**src/rtl/rand_range_sampler_pkg.sv**
```systemverilog
// -----------------------------------------------------------------------------
// rng_pkg
// Shared definitions for the random range sampler slice: the default width of
// the random word and the sampler state encoding.
// No ports (package).
// -----------------------------------------------------------------------------
package rng_pkg;

    // Width of the upstream LFSR word and of the configured range.
    localparam int RANDOM_LENGTH_DEF = 16;

    // IDLE: never configured, CALC: growing the mask, RUN: sampling.
    typedef enum logic [1:0] {
        IDLE = 2'd0,
        CALC = 2'd1,
        RUN  = 2'd2
    } sampler_state_t;

endpackage

```
**src/rtl/rand_range_sampler_if.sv**
```systemverilog
// -----------------------------------------------------------------------------
// rand_range_sampler_if
// Bundles the random-word input, configuration and output handshake of the
// range sampler.
//   rand_in/rand_in_valid : fresh upstream LFSR word
//   cfg_load/cfg_range    : one-cycle pulse latching the range size N
//   out_data/out_valid/out_ready : buffered sample handshake
//   busy, reject_cnt      : status
// Modports: slave = the sampler, master = its environment.
// -----------------------------------------------------------------------------
interface rand_range_sampler_if
    import rng_pkg::*;
#(
    parameter int RANDOM_LENGTH = RANDOM_LENGTH_DEF
);

    logic [RANDOM_LENGTH-1:0] rand_in;
    logic                     rand_in_valid;
    logic                     cfg_load;
    logic [RANDOM_LENGTH-1:0] cfg_range;
    logic [RANDOM_LENGTH-1:0] out_data;
    logic                     out_valid;
    logic                     out_ready;
    logic                     busy;
    logic [15:0]              reject_cnt;

    modport master (
        output rand_in, rand_in_valid, cfg_load, cfg_range, out_ready,
        input  out_data, out_valid, busy, reject_cnt
    );

    modport slave (
        input  rand_in, rand_in_valid, cfg_load, cfg_range, out_ready,
        output out_data, out_valid, busy, reject_cnt
    );

endinterface

```
**src/rtl/rand_range_sampler_sync_fifo.sv**
```systemverilog
// -----------------------------------------------------------------------------
// sync_fifo
// Small synchronous FIFO holding accepted samples.
//   clk, rst_n : clock, asynchronous active-low reset
//   flush      : discard all entries (wins over push/pop)
//   push, din  : write request and data (ignored when full unless popping)
//   pop, dout  : read request and head-of-queue data (0 while empty)
//   full, empty: occupancy flags
// DEPTH must be a power of two so the pointers wrap naturally.
// -----------------------------------------------------------------------------
module sync_fifo
    import rng_pkg::*;
#(
    parameter int WIDTH = RANDOM_LENGTH_DEF,
    parameter int DEPTH = 4
) (
    input  logic             clk,
    input  logic             rst_n,
    input  logic             flush,
    input  logic             push,
    input  logic             pop,
    input  logic [WIDTH-1:0] din,
    output logic [WIDTH-1:0] dout,
    output logic             full,
    output logic             empty
);

    localparam int             AW        = $clog2(DEPTH);
    localparam logic [AW:0]    DEPTH_CNT = (AW+1)'(DEPTH);

    logic [WIDTH-1:0] mem [DEPTH];
    logic [AW-1:0]    wr_ptr;
    logic [AW-1:0]    rd_ptr;
    logic [AW:0]      count;
    logic             do_push;
    logic             do_pop;

    assign full    = (count == DEPTH_CNT);
    assign empty   = (count == '0);
    assign do_pop  = pop && !empty;
    // A push into a full buffer only lands when the head leaves on the same edge.
    assign do_push = push && (!full || do_pop);
    assign dout    = empty ? '0 : mem[rd_ptr];

    always_ff @(posedge clk or negedge rst_n) begin
        if (!rst_n) begin
            wr_ptr <= '0;
            rd_ptr <= '0;
            count  <= '0;
        end else if (flush) begin
            wr_ptr <= '0;
            rd_ptr <= '0;
            count  <= '0;
        end else begin
            if (do_push) begin
                wr_ptr <= wr_ptr + 1'b1;
            end
            if (do_pop) begin
                rd_ptr <= rd_ptr + 1'b1;
            end
            case ({do_push, do_pop})
                2'b10:   count <= count + 1'b1;
                2'b01:   count <= count - 1'b1;
                default: count <= count;
            endcase
        end
    end

    // Storage needs no reset: entries are only visible through dout when counted.
    always_ff @(posedge clk) begin
        if (do_push && !flush) begin
            mem[wr_ptr] <= din;
        end
    end

endmodule

```
**src/rtl/rand_range_sampler.sv**
```systemverilog
// -----------------------------------------------------------------------------
// rand_range_sampler
// Turns uniform LFSR words into uniform samples in 0..N-1 by masking each word
// down to the smallest all-ones mask covering N-1 and rejecting candidates
// that still land at or above N. Accepted samples are buffered in sync_fifo.
//   clk, rst_n : clock, asynchronous active-low reset
//   bus        : rand_range_sampler_if.slave (inputs, output handshake, status)
// Parameters: RANDOM_LENGTH (word/range width), FIFO_DEPTH (buffer entries).
// Optional: define SAMPLER_STATS_EN to build the saturating rejection counter;
// otherwise reject_cnt reads as 0.
// -----------------------------------------------------------------------------
module rand_range_sampler
    import rng_pkg::*;
#(
    parameter int RANDOM_LENGTH = RANDOM_LENGTH_DEF,
    parameter int FIFO_DEPTH    = 4
) (
    input logic                 clk,
    input logic                 rst_n,
    rand_range_sampler_if.slave bus
);

    localparam logic [RANDOM_LENGTH-1:0] ONE = RANDOM_LENGTH'(1);

    sampler_state_t           state;
    logic [RANDOM_LENGTH-1:0] range_n;
    logic [RANDOM_LENGTH-1:0] mask;
    logic [RANDOM_LENGTH-1:0] range_m1;
    logic [RANDOM_LENGTH-1:0] candidate;
    logic                     cand_ok;
    logic                     accept;
    logic                     fifo_push;
    logic                     fifo_pop;
    logic                     fifo_full;
    logic                     fifo_empty;

    // N-1 wraps to all-ones for N=0, which makes the mask grow to full width.
    assign range_m1  = range_n - ONE;
    assign candidate = bus.rand_in & mask;
    assign cand_ok   = (range_n == '0) || (candidate < range_n);
    assign accept    = (state == RUN) && bus.rand_in_valid && cand_ok && !bus.cfg_load;
    assign fifo_pop  = bus.out_valid && bus.out_ready;
    assign fifo_push = accept && (!fifo_full || fifo_pop);

    // cfg_load restarts from any state; CALC shifts ones into the mask until it covers N-1.
    always_ff @(posedge clk or negedge rst_n) begin
        if (!rst_n) begin
            state   <= IDLE;
            range_n <= '0;
            mask    <= '0;
        end else if (bus.cfg_load) begin
            state   <= CALC;
            range_n <= bus.cfg_range;
            mask    <= '0;
        end else begin
            case (state)
                CALC: begin
                    if (mask >= range_m1) begin
                        state <= RUN;
                    end else begin
                        mask <= {mask[RANDOM_LENGTH-2:0], 1'b1};
                    end
                end
                default: state <= state;
            endcase
        end
    end

    sync_fifo #(
        .WIDTH (RANDOM_LENGTH),
        .DEPTH (FIFO_DEPTH)
    ) u_fifo (
        .clk   (clk),
        .rst_n (rst_n),
        .flush (bus.cfg_load),
        .push  (fifo_push),
        .pop   (fifo_pop),
        .din   (candidate),
        .dout  (bus.out_data),
        .full  (fifo_full),
        .empty (fifo_empty)
    );

    assign bus.out_valid = !fifo_empty;
    assign bus.busy      = (state == CALC);

`ifdef SAMPLER_STATS_EN
    logic        reject;
    logic [15:0] reject_q;

    // Drops caused by a full buffer are not rejections; only out-of-range candidates count.
    assign reject = (state == RUN) && bus.rand_in_valid && !cand_ok && !bus.cfg_load;

    always_ff @(posedge clk or negedge rst_n) begin
        if (!rst_n) begin
            reject_q <= '0;
        end else if (bus.cfg_load) begin
            reject_q <= '0;
        end else if (reject && (reject_q != 16'hFFFF)) begin
            reject_q <= reject_q + 16'd1;
        end
    end

    assign bus.reject_cnt = reject_q;
`else
    assign bus.reject_cnt = '0;
`endif

endmodule

```
**src/flat_wrapper.sv**
```systemverilog
// flat-port wrapper written by rule: the top's interface ports become plain ports
module rand_range_sampler_flat import rng_pkg::*;
#(
    parameter int RANDOM_LENGTH = RANDOM_LENGTH_DEF,
    parameter int FIFO_DEPTH    = 4
)
  (clk, rst_n, bus_rand_in, bus_rand_in_valid, bus_cfg_load, bus_cfg_range, bus_out_ready, bus_out_data, bus_out_valid, bus_busy, bus_reject_cnt);
  rand_range_sampler_if #(.RANDOM_LENGTH(RANDOM_LENGTH)) bus_i ();
  input logic clk;
  input logic rst_n;
  input wire logic [$bits(bus_i.rand_in)-1:0] bus_rand_in;
  input wire logic [$bits(bus_i.rand_in_valid)-1:0] bus_rand_in_valid;
  input wire logic [$bits(bus_i.cfg_load)-1:0] bus_cfg_load;
  input wire logic [$bits(bus_i.cfg_range)-1:0] bus_cfg_range;
  input wire logic [$bits(bus_i.out_ready)-1:0] bus_out_ready;
  output wire logic [$bits(bus_i.out_data)-1:0] bus_out_data;
  output wire logic [$bits(bus_i.out_valid)-1:0] bus_out_valid;
  output wire logic [$bits(bus_i.busy)-1:0] bus_busy;
  output wire logic [$bits(bus_i.reject_cnt)-1:0] bus_reject_cnt;
  assign bus_i.rand_in = bus_rand_in;
  assign bus_i.rand_in_valid = bus_rand_in_valid;
  assign bus_i.cfg_load = bus_cfg_load;
  assign bus_i.cfg_range = bus_cfg_range;
  assign bus_i.out_ready = bus_out_ready;
  assign bus_out_data = bus_i.out_data;
  assign bus_out_valid = bus_i.out_valid;
  assign bus_busy = bus_i.busy;
  assign bus_reject_cnt = bus_i.reject_cnt;
  rand_range_sampler #(.RANDOM_LENGTH(RANDOM_LENGTH), .FIFO_DEPTH(FIFO_DEPTH)) u_core (.clk(clk), .rst_n(rst_n), .bus(bus_i));
endmodule
```
**config.mk**
```make
export PLATFORM = sky130hd
export DESIGN_NAME = rand_range_sampler_flat
export DESIGN_NICKNAME = d
export VERILOG_FILES = /design/src/rtl/rand_range_sampler_pkg.sv /design/src/rtl/rand_range_sampler_if.sv /design/src/rtl/rand_range_sampler_sync_fifo.sv /design/src/rtl/rand_range_sampler.sv /design/src/flat_wrapper.sv
export SDC_FILE = /design/constraint.sdc
export NUM_CORES = 1
export LEC_CHECK = 0
export CAP_MARGIN = 20
export CORE_MARGIN = 1
export CORE_UTILIZATION = 50
export CTS_CLUSTER_SIZE = 28
export DETAILED_ROUTE_END_ITERATION = 10
export GPL_TIMING_DRIVEN = 0
export PLACE_DENSITY = 0.85
export SLEW_MARGIN = 40
export SYNTH_ARGS = -nofsm -noshare
export SYNTH_HDL_FRONTEND = slang
export SYNTH_SLANG_ARGS = --single-unit
```
**constraint.sdc**
```tcl
create_clock -name clk -period 3.2 [get_ports clk]
set_input_delay 0.32 -clock clk [delete_from_list [all_inputs] [get_ports clk]]
set_output_delay 0.32 -clock clk [all_outputs]
set_load 0.01 [all_outputs]
```
==> summary.md, run 1 <==
| Metric | Value |
|---|---|
| Outcome | finished, violations left |
| Violations in the final reports | setup timing |
| Row count | 37 |
| Diodes inserted | 0 |
| Longest Clk Path Bufs | 2 |
| Clk_skew | 0.0183 ns |
| Clk_lat worst skew | 0.37 ns |
| Rel. slew slack | 0.449 |
| Die span in x | 106 um |
| Most frequent CP cell | nor3_4 |
| Crit path kind | register to register |
| Synth top area share | 0.356 |
| GR Util All Layers | 0.228 |
| Post-synth cell types | 44 |
| CTS sink count | 105 |
| CP Max Fanout | 5 |
| Post-Syn Instances | 428 |
| Layout net count | 604 |
| Layout cells sized above 1 | 0.202 |
| Drt total wl | 12200 um |
| H-tree depth | 3 |
| Final Wtd Congestion | 0.865 |
| Initial antenna violation count | 0 |
| Ranking of synthesized cells by area | edfxtp_1 (36%), dfrtp_1 (19%), ha_1 (8.3%) |
| Synth warnings | 0 |
| Initial Util | 0.518 |
| Sw power | 0.897 mW |
| DPL Wire Length | 8150 um |
| Worst slew pin tran | 0.827 ns |
| CP Cell Sequence | nor3_4, nand3_2, nor3_4, nand2_2, nor2_2, xnor2_1, ha_1, a21o_1, a21oi_1, o21ai_1, a41o_1, a211o_1, buf_6, clkbuf_16, mux2i_1, nor2_1 |
| Post-synth EDFFs | 64 |
| Crit. End Element | register |
| Clock power share | 0.280 |
| RSZ-0062 raised after global routing | yes |
| Cell area power density | 469 nW/um^2 |
| Min-Delay Path Class | input pin to asynchronous set/reset pin |
| Worst path top cell family by delay | compound AO/OA/AOI/OAI gates |
| Port Buf Inserts | 53 |
| Number of global-route vias before repair | 3866 |
| Mapped cell area | 5400 sq um |
| Area after DPL | 6150 sq um |
| Initial DRC Count | 271 |
| Min cycle time layout | 3.27 ns |
| WHS | 0.470 ns |
| Top FF cell, synth | edfxtp_1 |
| Net Sw Frac | 0.285 |
| IO Pins | 71 |
| Post-synth top area cell | edfxtp_1 |
| Combinational power share | 0.237 |
| Sequential share of power | 0.483 |
| Worst Path Arrival | 3.50 ns |
| Final instance area | 6710 sq um |
| Die Y | 106 um |
| Syn Area/Cell | 12.6 sq um |
| Setup-failing EPs final | 14 |
| Leakage power | 2.71 nW |
| Internal power | 2.25 mW |
| DRC viols | 0 |
| Number of CTS-inserted buffers | 9 |
| Die ar. | 11200 sq um |
| Final hold vios | 0 |
| Vias/cell | 5.58 |
| Max-slew violation count | 0 |
| DP Worst Slack | -0.674 ns |
| Routed len/inst | 18.2 um |
| Tcrit/Tclk final | 1.02 |
| WP buf/inv | 2 |
| Fmax achieved | 305 MHz |
| Worst Slack Setup Final | -0.0748 ns |
| Area delta synth->final | 24.4% |
| DRT Pass-1 Iters | 4 |
| Root Buffer | clkbuf_8 |
| Global-route wire length before repair | 19200 um |
| CTS tree | done |
| Clock Pin Slew Worst Setup and Hold Paths | 0.12 ns |
| Worst setup SP type | register |
| Asr flop ratio synth | 0.390 |
| Pin count of the biggest net entering global routing | 42 |
| Worst vdd ir | 0.290 mV |
| Placeable Area | 10400 sq um |
| Seq/Total Area, Yosys | 0.546 |
| Worst path max stage delay | 0.46 ns |
| Max capacitance violation total | 0 |
| Synthesis-stage register bit count | 105 |
| DRT antenna net count | 0 |
| Critical path's slowest cell | dfrtp_2 |
| Grt ovf | 0 |
| Required time worst endpoint | 3.43 ns |
| DR vias | 3741 |
-- cells by family after synthesis --
| kind of cell | synth area share |
|---|---|
| buffers and inverters | 0.0522 |
| AO/OA/AOI/OAI | 0.0580 |
| AND/OR/NAND/NOR | 0.125 |
| adder cells (fa/ha/maj) | 0.0872 |
| other | 0.000695 |
| XOR/XNOR | 0.0308 |
| flip-flops | 0.546 |
| multiplexers | 0.100 |
-- cell usage after synthesis, drive strengths merged (2+ instances only) --
| cell type | number |
|---|---|
| nor2 | 30 |
| edfxtp | 64 |
| and2 | 38 |
| inv | 25 |
| nand3 | 6 |
| nor4 | 3 |
| nand4 | 8 |
| dfrtp | 41 |
| mux4 | 16 |
| xor2 | 2 |
| nand2 | 24 |
| a21o | 3 |
| xnor2 | 17 |
| o21ai | 24 |
| ha | 36 |
| or4b | 2 |
| nand4b | 2 |
| nor3 | 5 |
| a21oi | 7 |
| nand2b | 2 |
| o21a | 2 |
| clkbuf | 12 |
| buf | 20 |
| o41ai | 2 |
| a211oi | 6 |
| mux2i | 17 |
-- power by group through the flow --
stage | registers [mW] | clock network (mW) | logic, mW
global placement | 1.52 | 0 | 0.690
detailed placement | 1.52 | 0 | 0.712
CTS | 1.51 | 0.892 | 0.717
finish | 1.52 | 0.882 | 0.745
global route | 1.53 | 0.951 | 0.811
floorplan | 1.52 | 0 | 0.426
-- through the flow --
step,total power [mW],setup TNS [ns],cells,util
2_1_floorplan,1.94,0,443,-
3_3_place_gp,2.21,-25.77,632,0.591
3_5_place_dp,2.24,-33.16,632,0.591
4_1_cts,3.12,0,662,0.630
5_1_grt,3.29,-5.64,671,0.645
6_report,3.15,-0.440,671,0.645
-- timing repair --
item                                    CTS  global route
cloned                                    0             1
endpoints found under the setup margin   90            73
pin swaps                                11            15
hold endpoints to repair                 41             0
hold buffers                              1             0
gates resized for setup                  25            18
setup buffers                            14             8
-- path summary, 6_finish.rpt --
kind | startpoint | endpoint | slack [ns] | cells after the start
worst max-delay path | u_core.range_n[2]$_DFFE_PN0P_ | u_core.mask[1]$_DFFE_PN0P_ | -0.07 | 16
worst max register to register | u_core.range_n[2]$_DFFE_PN0P_ | u_core.mask[1]$_DFFE_PN0P_ | -0.07 | 16
worst min register to register | u_core.state[0]$_DFFE_PN0P_ | u_core.state[0]$_DFFE_PN0P_ | 0.59 | 1
max in group asynchronous | rst_n | u_core.u_fifo.rd_ptr[0]$_DFFE_PN0P_ | 2.29 | 2
worst min-delay path | rst_n | u_core.u_fifo.wr_ptr[0]$_DFFE_PN0P_ | 0.47 | 2
min in group clk | bus_cfg_range[3] | u_core.range_n[3]$_DFFE_PN0P_ | 0.50 | 3
-- layer usage --
metal / track usage / share of wire / vias up
li1: - / - / 1708
met1: 0.288 / 0.41 / 1823
met4: 0.124 / 0.043 / 0
met3: 0.0288 / 0.051 / 42
met2: 0.382 / 0.49 / 168
met5: 0 / 0 / -
-- placed cells by master, fill, tap and decap left out, drive strengths merged, types with 21 or more instances in the layout --
| master | Yosys | final |
|---|---|---|
| nor2 | 30 | 30 |
| dfrtp | 41 | 41 |
| o21ai | 24 | 24 |
| buf | 20 | 43 |
| edfxtp | 64 | 64 |
| clkbuf | 12 | 21 |
| ha | 36 | 36 |
| nand2 | 24 | 24 |
| inv | 25 | 30 |
| clkdlybuf4s50 | 0 | 52 |
| and2 | 38 | 38 |
-- flip-flops by register name, summed over array words and instances (netlist names) --
| name | flops |
|---|---|
| u_core.mask | 16 |
| u_core.range_n | 16 |
| u_core.state | 2 |
| u_core.u_fifo.count | 3 |
| u_core.u_fifo.mem | 64 |
| u_core.u_fifo.rd_ptr | 2 |
| u_core.u_fifo.wr_ptr | 2 |
-- layout make-up --
type                    instances  area (sq um)
plain buffers                  31           209
clock buffers                   9           124
clock inverters                 7          90.1
fillers                       767          3700
inverters                      25          93.8
multi-input cells             281          2350
flip-flops and latches        105          2950
well taps                     136           170
repair buffers                 77           728
Note: power is estimated with default switching activity, not from simulation.
==> run 2, diff against run 1 <==
CAP_MARGIN = 30   (was 20)
CORE_MARGIN = 3   (was 1)
==> run 2 against run 1 <==
  * The flow still finishes with violations (setup timing)
  * Power down 3.4%
  * Global-route usage decreased by 2.6 points
  * Cell count grew 0.30%
  * Clock power down 12%
  * Via count fell by 1.3%
  * Die area increased by 7.7%
  * Sequential power about the same
  * Critical path depth decreased by 1
  * Combinational power about the same
  * Critical path type unchanged
  * Largest cell class unchanged
  * Largest power group unchanged
==> summary.md, run 2 (synthesis gave the netlist of run 1 again) <==
| Metric | Value |
|---|---|
| Leakage power | 2.71 nW |
| GR Util All Layers | 0.202 |
| Tcrit/Tclk final | 1.01 |
| Worst setup SP type | register |
| Number of CTS-inserted buffers | 9 |
| CTS tree | done |
| Sequential share of power | 0.500 |
| Worst path top cell family by delay | compound AO/OA/AOI/OAI gates |
| H-tree depth | 3 |
| Critical path's slowest cell | dfrtp_2 |
| Internal power | 2.17 mW |
| CP Cell Sequence | buf_4, nor4_4, nand4_4, buf_4, xnor2_1, ha_1, a21o_1, a21oi_2, o21ai_1, a41o_1, a211o_1, buf_6, buf_12, mux2i_2, nor2_1 |
| DR vias | 3692 |
| Layout cells sized above 1 | 0.212 |
| Die Y | 110 um |
| Row count | 37 |
| Required time worst endpoint | 3.43 ns |
| Placeable Area | 10400 sq um |
| Final Wtd Congestion | 0.909 |
| Initial DRC Count | 286 |
| Min cycle time layout | 3.22 ns |
| DRT Pass-1 Iters | 5 |
| Layout net count | 606 |
| Crit path kind | register to register |
| Longest Clk Path Bufs | 2 |
| Number of global-route vias before repair | 3597 |
| Min-Delay Path Class | input pin to asynchronous set/reset pin |
| Setup-failing EPs final | 3 |
| CP Max Fanout | 5 |
| Combinational power share | 0.246 |
| Sw power | 0.871 mW |
| Clk_skew | 0.0139 ns |
| Worst slew pin tran | 0.839 ns |
| Diodes inserted | 0 |
| Net Sw Frac | 0.287 |
| Clk_lat worst skew | 0.36 ns |
| Most frequent CP cell | buf_4 |
| Commonest cells after routing, fill and taps aside | edfxtp_1 (64), clkdlybuf4s50_1 (52), buf_4 (39) |
| DRC viols | 0 |
| Clock power share | 0.255 |
| Largest register by flop count | u_core.u_fifo.mem |
| Drt total wl | 12000 um |
| WHS | 0.475 ns |
| Worst path max stage delay | 0.45 ns |
| Registers with the most flip-flops | u_core.u_fifo.mem: 64 flops, u_core.mask: 16 flops, u_core.range_n: 16 flops |
| DP Worst Slack | -0.653 ns |
| Worst Slack Setup Final | -0.0249 ns |
| Rel. slew slack | 0.440 |
| Violations in the final reports | setup timing |
| Port Buf Inserts | 53 |
| Max FFs per register | 64 |
| Cell area power density | 451 nW/um^2 |
| Max-slew violation count | 0 |
| Worst Path Arrival | 3.46 ns |
| Initial antenna violation count | 0 |
| Commonest non-fill, non-tap cell in the layout | edfxtp_1 |
| Max capacitance violation total | 0 |
| WP buf/inv | 4 |
| Clock Pin Slew Worst Setup and Hold Paths | 0.11 ns |
| CTS sink count | 105 |
| Global-route wire length before repair | 18300 um |
| RSZ-0062 raised after global routing | yes |
| Vias/cell | 5.49 |
| Final hold vios | 0 |
| Initial Util | 0.518 |
| DRT antenna net count | 0 |
| Fmax achieved | 310 MHz |
| Worst vdd ir | 0.304 mV |
| IO Pins | 71 |
| Routed len/inst | 17.8 um |
| DPL Wire Length | 8220 um |
| Grt ovf | 0 |
| Area delta synth->final | 24.8% |
| Outcome | finished, violations left |
| Pin count of the biggest net entering global routing | 42 |
| Root Buffer | clkbuf_8 |
| Crit. End Element | register |
| Die ar. | 12100 sq um |
| Die span in x | 110 um |
-- run 2: cell types whose count changed in the layout (fill, tap and decap cells not counted), sizes merged --
cell,before,now
clkinvlp,0,1
inv,30,27
clkinv,1,4
bufinv,1,0
buf,43,45
-- run 2: final cells by class --
class | count | area (sq um)
fillers | 772 | 3680
multi-input cells | 281 | 2370
plain buffers | 31 | 209
repair buffers | 79 | 751
well taps | 136 | 170
clock buffers | 9 | 124
flip-flops and latches | 105 | 2960
clock inverters | 7 | 65.1
inverters | 25 | 93.8
-- run 2: repair_timing --
action	4_1_cts	5_1_grt
setup buffers	9	14
pin swaps	7	20
setup endpoints to repair	90	41
hold endpoints to repair	41	0
hold buffers	1	0
resized for setup	23	25
cloned	0	1
-- run 2: layer usage --
layer,up-vias,share of wire,GRT usage
li1,1715,-,-
met1,1801,0.42,0.266
met2,142,0.50,0.341
met3,34,0.048,0.0305
met4,0,0.028,0.0695
met5,-,0,0
-- run 2: final timing paths --
| kind | from | slack [ns] | end | depth (start not counted) |
|---|---|---|---|---|
| max in group asynchronous | rst_n | 2.30 | u_core.range_n[9]$_DFFE_PN0P_ | 2 |
| min in group clk | bus_cfg_range[13] | 0.51 | u_core.range_n[13]$_DFFE_PN0P_ | 3 |
| worst min register to register | u_core.state[0]$_DFFE_PN0P_ | 0.54 | u_core.state[0]$_DFFE_PN0P_ | 1 |
| worst max register to register | u_core.range_n[4]$_DFFE_PN0P_ | -0.02 | u_core.mask[10]$_DFFE_PN0P_ | 15 |
| worst min-delay path | rst_n | 0.47 | u_core.u_fifo.wr_ptr[0]$_DFFE_PN0P_ | 2 |
| worst max-delay path | u_core.range_n[4]$_DFFE_PN0P_ | -0.02 | u_core.mask[10]$_DFFE_PN0P_ | 15 |
-- run 2: through the flow --
step / setup TNS [ns] / util / instance area [sq um] / instances / power (mW)
after floorplan: 0 / - / 5450 / 443 / 1.94
after global placement: -27.02 / 0.591 / 6150 / 632 / 2.21
after detailed placement: -30.79 / 0.591 / 6150 / 632 / 2.24
after CTS: -0.00452 / 0.624 / 6500 / 657 / 3.01
after global routing: -2.32 / 0.647 / 6740 / 673 / 3.18
final: -0.0422 / 0.647 / 6740 / 673 / 3.04
-- run 2: power groups by stage --
stage	sequential (mW)	combinational [mW]	clock, mW
after floorplan	1.52	0.426	0
after global placement	1.52	0.690	0
after detailed placement	1.52	0.713	0
after CTS	1.52	0.713	0.778
after global routing	1.53	0.816	0.834
final	1.52	0.747	0.774
